===== src/rtl/div_iter.sv =====
// Iterative 32-bit restoring divider (signed/unsigned) producing {remainder, quotient}.
// Optional macro DIV_EARLY_OUT_EN: skip the iteration when |dividend| < |divisor|.
module div_iter (
    input  logic        clk,
    input  logic        rst,
    input  logic        signed_div_i,
    input  logic [31:0] opdata1_i,
    input  logic [31:0] opdata2_i,
    input  logic        start_i,
    input  logic        annul_i,
    output logic [63:0] result_o,
    output logic        ready_o
);

    localparam int unsigned DW = 32;
    localparam int unsigned CW = 6;

    typedef enum logic [1:0] {IDLE, DIVZERO, BUSY, FINISH} state_t;

    state_t        state_q, state_d;
    logic [CW-1:0] cnt_q;
    logic [DW-1:0] rem_q, quot_q, dvs_q;
    logic          signed_q, a_neg_q, b_neg_q, early_q;

    logic          a_neg_c, b_neg_c, early_c, qbit_c;
    logic [DW-1:0] mag_a_c, mag_b_c, quot_fix_c, rem_fix_c;
    logic [DW:0]   rem_shift_c, diff_c;

    // Operand magnitudes for the unsigned core
    assign a_neg_c = signed_div_i & opdata1_i[DW-1];
    assign b_neg_c = signed_div_i & opdata2_i[DW-1];
    assign mag_a_c = a_neg_c ? (~opdata1_i + DW'(1)) : opdata1_i;
    assign mag_b_c = b_neg_c ? (~opdata2_i + DW'(1)) : opdata2_i;

`ifdef DIV_EARLY_OUT_EN
    assign early_c = (mag_a_c < mag_b_c);
`else
    assign early_c = 1'b0;
`endif

    // One restoring step: dividend bits shift out of quot_q while quotient bits shift in
    assign rem_shift_c = {rem_q, quot_q[DW-1]};
    assign diff_c      = rem_shift_c - {1'b0, dvs_q};
    assign qbit_c      = ~diff_c[DW];

    // Sign correction; negation wraps at 32 bits so 0x80000000 / -1 needs no special case
    assign quot_fix_c = (signed_q & (a_neg_q ^ b_neg_q)) ? (~quot_q + DW'(1)) : quot_q;
    assign rem_fix_c  = (signed_q & a_neg_q) ? (~rem_q + DW'(1)) : rem_q;

    always_ff @(posedge clk or posedge rst) begin
        if (rst) state_q <= IDLE;
        else     state_q <= state_d;
    end

    always_comb begin
        state_d = state_q;
        case (state_q)
            IDLE:    if (start_i) state_d = annul_i ? DIVZERO : BUSY;
            DIVZERO: state_d = start_i ? FINISH : IDLE;
            BUSY: begin
                if (!start_i)                               state_d = IDLE;
                else if (early_q || cnt_q == CW'(DW - 1))   state_d = FINISH;
            end
            FINISH:  state_d = IDLE;
            default: state_d = IDLE;
        endcase
    end

    always_ff @(posedge clk or posedge rst) begin
        if (rst) begin
            cnt_q    <= '0;
            rem_q    <= '0;
            quot_q   <= '0;
            dvs_q    <= '0;
            signed_q <= 1'b0;
            a_neg_q  <= 1'b0;
            b_neg_q  <= 1'b0;
            early_q  <= 1'b0;
            result_o <= '0;
            ready_o  <= 1'b0;
        end else begin
            ready_o <= (state_q == FINISH);
            case (state_q)
                IDLE: begin
                    if (start_i) begin
                        cnt_q <= '0;
                        rem_q <= '0;
                        if (annul_i) begin
                            // Zero operands make the FINISH load produce 64'h0
                            quot_q   <= '0;
                            dvs_q    <= '0;
                            signed_q <= 1'b0;
                            a_neg_q  <= 1'b0;
                            b_neg_q  <= 1'b0;
                            early_q  <= 1'b0;
                        end else begin
                            quot_q   <= mag_a_c;
                            dvs_q    <= mag_b_c;
                            signed_q <= signed_div_i;
                            a_neg_q  <= a_neg_c;
                            b_neg_q  <= b_neg_c;
                            early_q  <= early_c;
                        end
                    end
                end
                BUSY: begin
                    if (start_i) begin
                        if (early_q) begin
                            rem_q  <= quot_q;
                            quot_q <= '0;
                        end else begin
                            rem_q  <= qbit_c ? diff_c[DW-1:0] : rem_shift_c[DW-1:0];
                            quot_q <= {quot_q[DW-2:0], qbit_c};
                            cnt_q  <= cnt_q + CW'(1);
                        end
                    end
                end
                FINISH:  result_o <= {rem_fix_c, quot_fix_c};
                default: ;
            endcase
        end
    end

endmodule


===== config.mk =====
export PLATFORM = sky130hd
export DESIGN_NAME = div_iter
export DESIGN_NICKNAME = d
export VERILOG_FILES = /design/src/rtl/div_iter.sv
export SDC_FILE = /design/constraint.sdc
export NUM_CORES = 1
export LEC_CHECK = 0
export ABC_AREA = 0
export CORE_MARGIN = 4
export CORE_UTILIZATION = 55
export DETAILED_ROUTE_END_ITERATION = 6
export PLACE_DENSITY = 0.79
export SLEW_MARGIN = 0
export SYNTH_ARGS = -nofsm -noshare
export SYNTH_HDL_FRONTEND = slang
export SYNTH_SLANG_ARGS = --single-unit

===== constraint.sdc =====
create_clock -name clk -period 6.85 [get_ports clk]
set_input_delay 1.7125 -clock clk [delete_from_list [all_inputs] [get_ports clk]]
set_output_delay 1.7125 -clock clk [all_outputs]
set_load 0.01 [all_outputs]

==> results_dict.tcl, run 1 <==
set metrics [dict create \
    setup_tns_ns 0 \
    tritoncts "built" \
    synth_area_leaders "dfrtp_1 38%, xnor2_1 6.8%, a21oi_1 6.3%" \
    initial_core_util_pct 56.2 \
    drt_iter0_markers 890 \
    rsz0062_at_grt "no" \
    via_count 10500 \
    drcViolationCount 0 \
    worstSetupPathType "in2reg" \
    port_buffers 133 \
    crit_fanout 6 \
    power_density_mw_per_mm2 592 \
    post_cts_buffers 0 \
    hold_class "reg2reg" \
    post-route-min-period_ns 4.43 \
    ir_worst_vdd_v 0.000238 \
    syn_inst 1365 \
    syn-num-nets 1476 \
    critPathArrivalTime_ns 4.79 \
    grt_pass1_vias 9867 \
    slew_violations 0 \
    clockBufferDepth 2 \
    core_sq_mm 0.0204 \
    worstReg2RegEnd "rem_q[15]$_DFFE_PP0P_" \
    synth_top_area_share_pct 37.6 \
    hpwl_microns 21900 \
    cts_made_buffers 17 \
    ys_types 67 \
    clk_pin_slew_ns 0.07 \
    drv_cap 0 \
    track_usage_pct 25.3 \
    ys_seq_elements 172 \
    timing.rr.start "quot_q[31]$_DFFE_PP0P_" \
    grt_pass1_wl_microns 49600 \
    run_status "finished, final reports clean" \
    netlist_area_sq_mm 0.0114 \
    dieArea_sq_mm 0.0232 \
    async_flop_share_pct 100 \
    rr_worst_depth 12 \
    globalRoute.totalOverflow 0 \
    area_growth_pct 17.3 \
    cp.required_ns 7.22 \
    ys_seq_area_share_pct 37.6 \
    dr.pass1.iters 5 \
    stdcell_count 1730 \
    cts_hold_buffers 0 \
    die_w_microns 152 \
    gp_congestion 0.901 \
    grt_antenna_before_repair 0 \
    clkLatencyLatePin_ns 0.43 \
    setup_viol 0 \
    start_kind "primary input" \
    vias_per_cell 6.08 \
    p_leak_nw 5.59 \
    crit_end "quot_q[26]$_DFFE_PP0P_" \
    final.period_utilization_pct 64.6 \
    yosysTopAreaCell "dfrtp_1" \
    fin_skew_ns 0.00833 \
    r2r_setup_slack_ns 2.79 \
    clkSinkCount 172 \
    post_cts_resized 0 \
    ys.flop_type "dfrtp_1" \
    tightest_slew_ns 0.998 \
    die_h_microns 152 \
    clock.fmax_mhz 226 \
    synth_edf_count 0 \
    slew-limit-headroom_pct 33.5 \
    end_kind "flip-flop" \
    ant_nets 0 \
    cts_root_buf "clkbuf_16" \
    drive_gt1_share_pct 5.27 \
    nNetsFinal 1558 \
    synth_warnings 0 \
    placed_cells 1698 \
    placementRows 52 \
    h-tree-depth 4 \
    wl_per_cell_microns 17.3 \
    avgSynthCellArea_sq_um 8.39 \
    pin_count 134 \
    grt_max_degree 106 \
    startpoint "opdata1_i[8]" \
    p_total_w 0.00795 \
    most-common-layout-cells "172 x dfrtp_1, 152 x nor2_1, 146 x nand2_1, 144 x a21oi_1, 133 x clkdlybuf4s50_1" \
    hold_violations 0 \
    routed_wl_microns 29900 \
    mostFrequentLayoutCell "dfrtp_1" \
    antenna_cells 0 \
]
==> power breakdown <==
group	switching [W]	internal (W)
Combinational	0.00290	0.00206
Clock	0.000433	0.000517
Sequential	0.000538	0.00149
==> layer usage <==
| metal | share of wire, % | wire length (microns) | track usage [%] | vias up |
|---|---|---|---|---|
| met2 | 45 | 13400 | 38.1 | 455 |
| met4 | 1.6 | 480 | 6.59 | 0 |
| met3 | 7.9 | 2380 | 4.23 | 42 |
| li1 | - | - | - | 5021 |
| met5 | 0 | 0 | 0 | - |
| met1 | 46 | 13700 | 38.2 | 4994 |
==> cell type report <==
type                       instances  area (sq um)
multi-input combinational       1050          6560
timing repair buffer             144          1410
inverter                          62           238
clock inverter                    14           133
fill                            1744          6940
tap                              270           338
sequential                       172          4300
clock buffer                      18           439
==> synthesized netlist by cell type, types with 20 or more instances <==
master,instances
xor2_1,59
o21ai_0,97
a21oi_1,144
inv_1,62
nand4_1,25
xnor2_1,89
dfrtp_1,172
o31ai_1,20
ha_1,41
nor2_1,152
nand2_1,147
clkbuf_1,66
nand3_1,30
nor3_1,25
==> state kept, by name (all words and copies together) (netlist names) <==
name / flops
state_q: 2
quot_q: 32
rem_q: 32
result_o: 64
dvs_q: 32
ready_o: 1
signed_q: 1
a_neg_q: 1
cnt_q: 6
b_neg_q: 1
==> worst max-delay path, stage by stage <==
cell and delay [ns]:
clkdlybuf4s50_1 0.48, or4_4 0.58, or4_4 0.45, nor4_1 0.47, a21o_1 0.33, o21ai_0 0.15, xnor2_1 0.16, o311ai_0 0.29
o21a_1 0.17
==> metrics by stage <==
stage | cell area (sq um) | worst slack [ns] | utilization (%) | hold WS [ns]
2_1_floorplan | 11400 | 0.477 | - | 0.450
4_1_cts | 13400 | 2.51 | 65.9 | 0.487
3_5_place_dp | 12900 | 2.07 | 63.1 | 0.471
6_report | 13400 | 2.42 | 65.9 | 0.481
3_3_place_gp | 12900 | 2.15 | 63.1 | 0.462
5_1_grt | 13400 | 2.25 | 65.9 | 0.512
==> kinds of logic after synthesis <==
| group | after synthesis | synth area share (%) |
|---|---|---|
| compound gates | 394 | 21.5 |
| fa+ha+maj | 42 | 4.66 |
| flops | 172 | 37.6 |
| xor+xnor | 148 | 11.3 |
| simple gates | 454 | 18.4 |
| buf+inv | 143 | 5.28 |
| mux | 12 | 1.16 |
==> how the worst min path moves through the flow <==
stage	slack (ns)	startpoint	to	cells past startpoint
global placement	0.46	dvs_q[3]$_DFFE_PP0P_	dvs_q[3]$_DFFE_PP0P_	2
finish	0.48	dvs_q[24]$_DFFE_PP0P_	dvs_q[24]$_DFFE_PP0P_	2
detailed placement	0.47	dvs_q[24]$_DFFE_PP0P_	dvs_q[24]$_DFFE_PP0P_	2
floorplan	0.45	dvs_q[10]$_DFFE_PP0P_	dvs_q[10]$_DFFE_PP0P_	2
global route	0.51	dvs_q[6]$_DFFE_PP0P_	dvs_q[6]$_DFFE_PP0P_	2
CTS	0.49	dvs_q[24]$_DFFE_PP0P_	dvs_q[24]$_DFFE_PP0P_	2
Note: power is estimated with default switching activity, not from simulation.
==> run 2, diff against run 1 <==
- clock period: 6.85 -> 4.2 ns (I/O delays scaled with it)
==> results_dict.tcl, run 2 (synthesis gave the netlist of run 1 again) <==
set metrics [dict create \
    cts_made_buffers 17 \
    tightest_slew_ns 0.894 \
    pin_count 134 \
    globalRoute.totalOverflow 0 \
    clockBufferDepth 2 \
    tritoncts "built" \
    cp.required_ns 4.48 \
    p_total_w 0.0130 \
    final.period_utilization_pct 85.9 \
    startpoint "opdata1_i[8]" \
    die_h_microns 152 \
    worstReg2RegEnd "rem_q[15]$_DFFE_PP0P_" \
    start_kind "primary input" \
    clkSinkCount 172 \
    cts_hold_buffers 0 \
    dieArea_sq_mm 0.0232 \
    regMostFlops "result_o" \
    cts_root_buf "clkbuf_16" \
    power_density_mw_per_mm2 961 \
    hpwl_microns 22000 \
    grt_pass1_wl_microns 49200 \
    rr_worst_depth 13 \
    largest_reg_flops 64 \
    wl_per_cell_microns 17.0 \
    nNetsFinal 1574 \
    via_count 10300 \
    drive_gt1_share_pct 6.23 \
    timing.rr.start "quot_q[31]$_DFFE_PP0P_" \
    track_usage_pct 25.2 \
    setup_tns_ns 0 \
    port_buffers 133 \
    ant_nets 0 \
    placementRows 52 \
    end_kind "flip-flop" \
    routed_wl_microns 29700 \
    p_leak_nw 5.65 \
    drcViolationCount 0 \
    slowest_delay_ns 0.58 \
    rsz0062_at_grt "no" \
    post_cts_resized 0 \
    worstSetupPathType "in2reg" \
    core_sq_mm 0.0204 \
    setup_viol 0 \
    h-tree-depth 4 \
    hold_ws_ns 0.482 \
    grt_antenna_before_repair 0 \
    antenna_cells 0 \
    run_status "finished, final reports clean" \
    area_growth_pct 18.5 \
    post-place-ws_ns 0.258 \
    clock.fmax_mhz 277 \
    min_delay_path_depth 2 \
    fin_ws_ns 0.590 \
    clkLatencyLatePin_ns 0.43 \
    fin_skew_ns 0.0136 \
    hold_violations 0 \
    hold_class "reg2reg" \
    slew-limit-headroom_pct 40.4 \
    most-common-layout-cells "172 x dfrtp_1, 152 x nor2_1, 146 x nand2_1, 144 x a21oi_1, 133 x clkdlybuf4s50_1" \
    crit_chain "clkdlybuf4s50_1 -> or4_4 -> or4_4 -> or4_4 -> nor2b_4 -> a21oi_1 -> xnor2_1 -> nor3_1 -> a21oi_1 -> o21ai_0" \
    gp_congestion 0.964 \
    grt_max_degree 87 \
    crit_fanout 6 \
    dr.pass1.iters 5 \
    r2r_setup_slack_ns 0.60 \
    drv_cap 0 \
    post-route-min-period_ns 3.61 \
    vias_per_cell 5.92 \
    slowest_stage "or4_4" \
    critPathArrivalTime_ns 3.89 \
    cpMostUsedCell "or4_4" \
    slew_violations 0 \
    grt_pass1_vias 9725 \
    crit_end "quot_q[29]$_DFFE_PP0P_" \
    die_w_microns 152 \
    clk_pin_slew_ns 0.07 \
    initial_core_util_pct 56.2 \
    mostFrequentLayoutCell "dfrtp_1" \
    drt_iter0_markers 762 \
    post_cts_buffers 0 \
    ir_worst_vdd_v 0.000524 \
]
run 2: cell count changes in the layout (fill, tap and decap cells not counted):
cell        delta
clkinv_2       -2
clkinvlp_4     +3
clkbuf_1       +1
buf_12         +3
buf_4         +13
inv_6          -1
bufinv_16      -1
run 2: how the worst min path moves through the flow:
stage / start / end / slack (ns)
2_1_floorplan: dvs_q[10]$_DFFE_PP0P_ / dvs_q[10]$_DFFE_PP0P_ / 0.45
3_3_place_gp: dvs_q[11]$_DFFE_PP0P_ / dvs_q[11]$_DFFE_PP0P_ / 0.46
3_5_place_dp: quot_q[31]$_DFFE_PP0P_ / quot_q[31]$_DFFE_PP0P_ / 0.47
4_1_cts: dvs_q[3]$_DFFE_PP0P_ / dvs_q[3]$_DFFE_PP0P_ / 0.49
5_1_grt: dvs_q[22]$_DFFE_PP0P_ / dvs_q[22]$_DFFE_PP0P_ / 0.51
6_report: dvs_q[25]$_DFFE_PP0P_ / dvs_q[25]$_DFFE_PP0P_ / 0.48
run 2: area by class of cell:
type / instances / area, sq um
Clock buffer: 19 / 443
Clock inverter: 13 / 108
Fill cell: 1726 / 6800
Inverter: 62 / 236
Multi-Input combinational cell: 1050 / 6560
Sequential cell: 172 / 4300
Tap cell: 270 / 338
Timing Repair Buffer: 160 / 1570
run 2: routing by layer:
layer,share of wire (%),GRT usage (%),vias up
met5,0,0,-
met4,1.3,6.04,0
met3,7.3,4.86,29
met2,44,38.6,370
met1,47,37.1,4884
li1,-,-,5050
run 2: critical path: cells and delay by family:
family                 cells  cell delay, ns
AND/OR/NAND/NOR            5            1.82
AO/OA/AOI/OAI              3            0.36
XOR/XNOR                   1            0.18
buffers and inverters      1            0.47
run 2: report_power, final:
group / total, W / switching (W) / internal [W]
clock: 0.00149 / 0.000709 / 0.000786
sequential: 0.00332 / 0.000885 / 0.00244
combinational: 0.00822 / 0.00475 / 0.00347
run 2: per-stage QoR:
step	std cells	cell area, sq um	utilization [%]
4_1_cts	1746	13600	66.6
3_5_place_dp	1714	13000	63.9
5_1_grt	1746	13600	66.6
2_1_floorplan	1365	11400	-
3_3_place_gp	1714	13000	63.9
6_report	1746	13600	66.6
